`src/rtl/disp_scan_mux.sv`:
```
// disp_scan_mux: 4-digit seven-segment scanner with a double-buffered value and leading-zero blanking
module disp_scan_mux #(
  parameter int DWELL = 50000,
  parameter int CNT_W = 16
) (
  input  logic        clk,
  input  logic        reset,
  input  logic        load,
  input  logic [15:0] din,
  input  logic [3:0]  dp_in,
  input  logic        blank_lz,
  output logic [3:0]  addr,
  output logic [3:0]  an,
  output logic        dp,
  output logic        pending,
  output logic        frame_done
);
  logic [CNT_W-1:0] cnt;
  logic [1:0]       sel;
  logic [15:0]      active, shadow;
  logic [3:0]       active_dp, shadow_dp;
  logic [3:0]       blk;
  logic             last, boundary, commit;
  // slot timing, frame boundary and per-digit leading-zero blanking
  always_comb begin
    last     = cnt == CNT_W'(DWELL - 1);
    boundary = last && sel == 2'd3;
    commit   = boundary && (pending || load);
    blk      = {blank_lz && active[15:12] == 4'h0,
                blank_lz && active[15:8] == 8'h0,
                blank_lz && active[15:4] == 12'h0,
                1'b0};
    addr     = active[4*sel +: 4];
  end
  // scan counters, shadow/active buffers and drives registered one cycle behind addr
  always_ff @(posedge clk) begin
    if (reset) begin
      cnt        <= '0;
      sel        <= '0;
      active     <= '0;
      active_dp  <= '0;
      shadow     <= '0;
      shadow_dp  <= '0;
      pending    <= 1'b0;
      frame_done <= 1'b0;
      an         <= 4'hf;
      dp         <= 1'b1;
    end else begin
      cnt        <= last ? '0 : cnt + 1'b1;
      sel        <= last ? sel + 2'd1 : sel;
      an         <= blk[sel] ? 4'hf : ~(4'b0001 << sel);
      dp         <= blk[sel] | ~active_dp[sel];
      frame_done <= commit;
      if (load) begin
        shadow    <= din;
        shadow_dp <= dp_in;
      end
      pending <= commit ? 1'b0 : (load ? 1'b1 : pending);
      if (commit) begin
        active    <= load ? din : shadow;
        active_dp <= load ? dp_in : shadow_dp;
      end
    end
  end
endmodule

```
`config.mk`:
```
export PLATFORM = sky130hd
export DESIGN_NAME = disp_scan_mux
export DESIGN_NICKNAME = d
export VERILOG_FILES = /design/src/rtl/disp_scan_mux.sv
export SDC_FILE = /design/constraint.sdc
export NUM_CORES = 1
export LEC_CHECK = 0
export ABC_AREA = 1
export CORE_UTILIZATION = 35
export DETAILED_ROUTE_END_ITERATION = 8
export SETUP_SLACK_MARGIN = 0.4
export SLEW_MARGIN = 20
export SYNTH_ARGS = -nofsm -noshare
export SYNTH_HDL_FRONTEND = slang
export SYNTH_SLANG_ARGS = --single-unit
export TNS_END_PERCENT = 10
```
`constraint.sdc`:
```
create_clock -name clk -period 1.8 [get_ports clk]
set_clock_uncertainty 0.15 [all_clocks]
set_input_delay 0.36 -clock clk [delete_from_list [all_inputs] [get_ports clk]]
set_output_delay 0.36 -clock clk [all_outputs]
set_load 0.02 [all_outputs]
```
==> metrics.yaml <==
run_status:
  status: "finished, final reports clean"
final_layout:
  diodes: 0
  final_cell_count_no_fill: 552
  layout_common_cells: "dfxtp_1, nand2_1, nor2_1, inv_1, nand3_1"
  multi_input_area_mm2: 0.00164
  fillers: 820
  syn_to_final_growth_pct: 31.2
  final-seq-area_mm2: 0.00132
  drive_gt1_frac: 0.293
  final_nets: 471
  design_area_mm2: 0.00397
  layout_commonest_cell: "dfxtp_1"
setup_path:
  arrival_ps: 1260
  cp-start-kind: "register"
  cp-end-kind: "output port"
  path_class: "register to output port"
  path_max_fanout: 7
  required_ps: 1290
route:
  routed_wl_um: 7140
  drc: 0
  first_pass_iters: 4
  viasPerCell: 4.92
  ant_nets: 0
  first_iter_violations: 91
  routedWlPerCell_um: 12.9
  vias: 2714
clock_network:
  holdBufCountCts: 0
  cts_sinks: 65
  cts.clk_slew.worst_paths_ps: 80
  clk_latency_ps: 350
  tritoncts: "built"
  cts_buffer_depth: 2
  htree_levels: 3
  cts_buffers: 9
  clockRootBuffer: "clkbuf_8"
synth:
  synth_flop_cell: "dfxtp_1"
  ys_ff_latch: 65
  synth-edff-count: 0
  synth_largest_area_cell: "dfxtp_1"
  synthDominantCellAreaShare: 0.430
  synth-warning-count: 0
  synth_area_leaders: "dfxtp_1, nand2_1, nor2_1"
  seq_area_frac_synth: 0.430
  synth_nets: 424
  async_reset_ff_frac: 0
  netlist_area_mm2: 0.00303
  syn_inst: 395
  yosysUniqueCellTypes: 29
  avgSynthCellArea_um2: 7.66
global_route:
  grt_max_degree: 49
  antenna_found_initial: 0
  grt_usage: 0.172
  grt_pass1_wl_um: 11800
  gr-total-overflow: 0
  grt_pass1_vias: 2522
sta:
  slew_viol_final: 0
  rsz0062_at_grt: "true"
  period_share: 0.983
  hold_viol_final: 0
  finalSetupViolCount: 0
  max_slew_margin: 0.808
  post-route-min-period_ps: 1770
  tightest_slew_ps: 288
  max_freq_ghz: 0.565
  holdWs_ps: 285
floorplanning:
  rows: 33
  chipHeight_um: 95.0
  initial_core_util: 0.365
  core_mm2: 0.00830
  dieArea_mm2: 0.00902
  die_w_um: 95.0
  io-pin-count: 35
placed_design:
  dp.cells: 535
  routabilityCongestion: 0.842
  hpwl_um: 4820
  place_area_mm2: 0.00361
  portBuffers: 34
pwr:
  ir_worst_vdd_v: 0.000363
  power.density_mw_per_mm2: 757
  leakage_uw: 0.00165
flow_run:
  maxCapViolCount: 0
min_path:
  min_path_type: "register to register"
==> area by class of cell <==
cell class                 instances  share of cell area
clock buffer                      10              0.0347
clock inverter                     6              0.0167
inverter                          45              0.0426
multi-input combinational        265               0.412
sequential                        65               0.333
tap                              105              0.0331
timing repair buffer              56               0.128
==> state kept, by name, indices dropped and copies added (netlist names) <==
signal and count:
sel 2, an 4, cnt 16, dp 1, frame_done 1, pending 1, active 16, active_dp 4
shadow_dp 4, shadow 16
==> worst paths after layout <==
check	cells past startpoint	endpoint	slack (ps)	from
max	5	addr[3]	30	sel[0]
max reg2reg	8	active_dp[3]	160	sel[0]
min	1	cnt[0]	290	cnt[0]
min reg2reg	1	cnt[0]	290	cnt[0]
==> stage by stage <==
step	TNS [ps]	util	setup WS (ps)	total power, µW
global route	-85.9	0.478	-51.0	3140
detailed placement	-3570	0.435	-122	1750
CTS	0	0.460	31.8	3040
floorplan	0	-	397	1660
global placement	-2640	0.435	-102	1750
finish	0	0.478	30.4	3010
==> where the power goes <==
group | switching [µW] | internal, µW
clock network | 603 | 679
logic | 116 | 119
registers | 15.2 | 1470
total | 734 | 2270
==> critical path, stage by stage, from the launching register on <==
cell	delay, ps
dfxtp_4	380
buf_6	130
a21oi_2	110
o21ai_1	90
o21ai_2	70
buf_6	130
==> timing repair <==
item | 4_1_cts | 5_1_grt
gates resized for setup | 47 | 53
pin swaps | 1 | 14
buffers inserted | 1 | 0
setup endpoints to repair | 75 | 73
hold endpoints to repair | 0 | 0
==> Yosys cell counts (2+ instances only) <==
master and instances:
nand2_2 2, or2_2 21, nand3b_1 2, ha_1 5, nor2_1 52, a21oi_1 11
nand3_1 36, xnor2_1 2, o21ai_0 13, buf_2 3, nand2_1 52, nand3_2 3
o22ai_1 4, nand4_1 26, nor2_2 3, nor2_4 3, clkbuf_1 8, o21a_1 20
buf_4 3, buf_6 5, nor3_1 6, inv_1 42, dfxtp_1 65, inv_2 3
==> cells by family after synthesis <==
kind of cell / count (synthesis) / synth area share
buffers and inverters: 65 / 0.0980
XOR/XNOR: 3 / 0.00869
flip-flops: 65 / 0.430
AO/OA/AOI/OAI: 48 / 0.0976
adder cells (fa/ha/maj): 5 / 0.0207
AND/OR/NAND/NOR: 209 / 0.345
==> layer usage <==
layer,track usage,share of wire,up-vias,wire length [µm]
li1,-,-,1393,-
met1,0.224,0.48,1257,3390
met2,0.272,0.46,56,3280
met3,0.0548,0.052,8,373
met4,0.0467,0.012,0,89
met5,0,0,-,0
No activity file was read; power rests on OpenSTA's default activity.
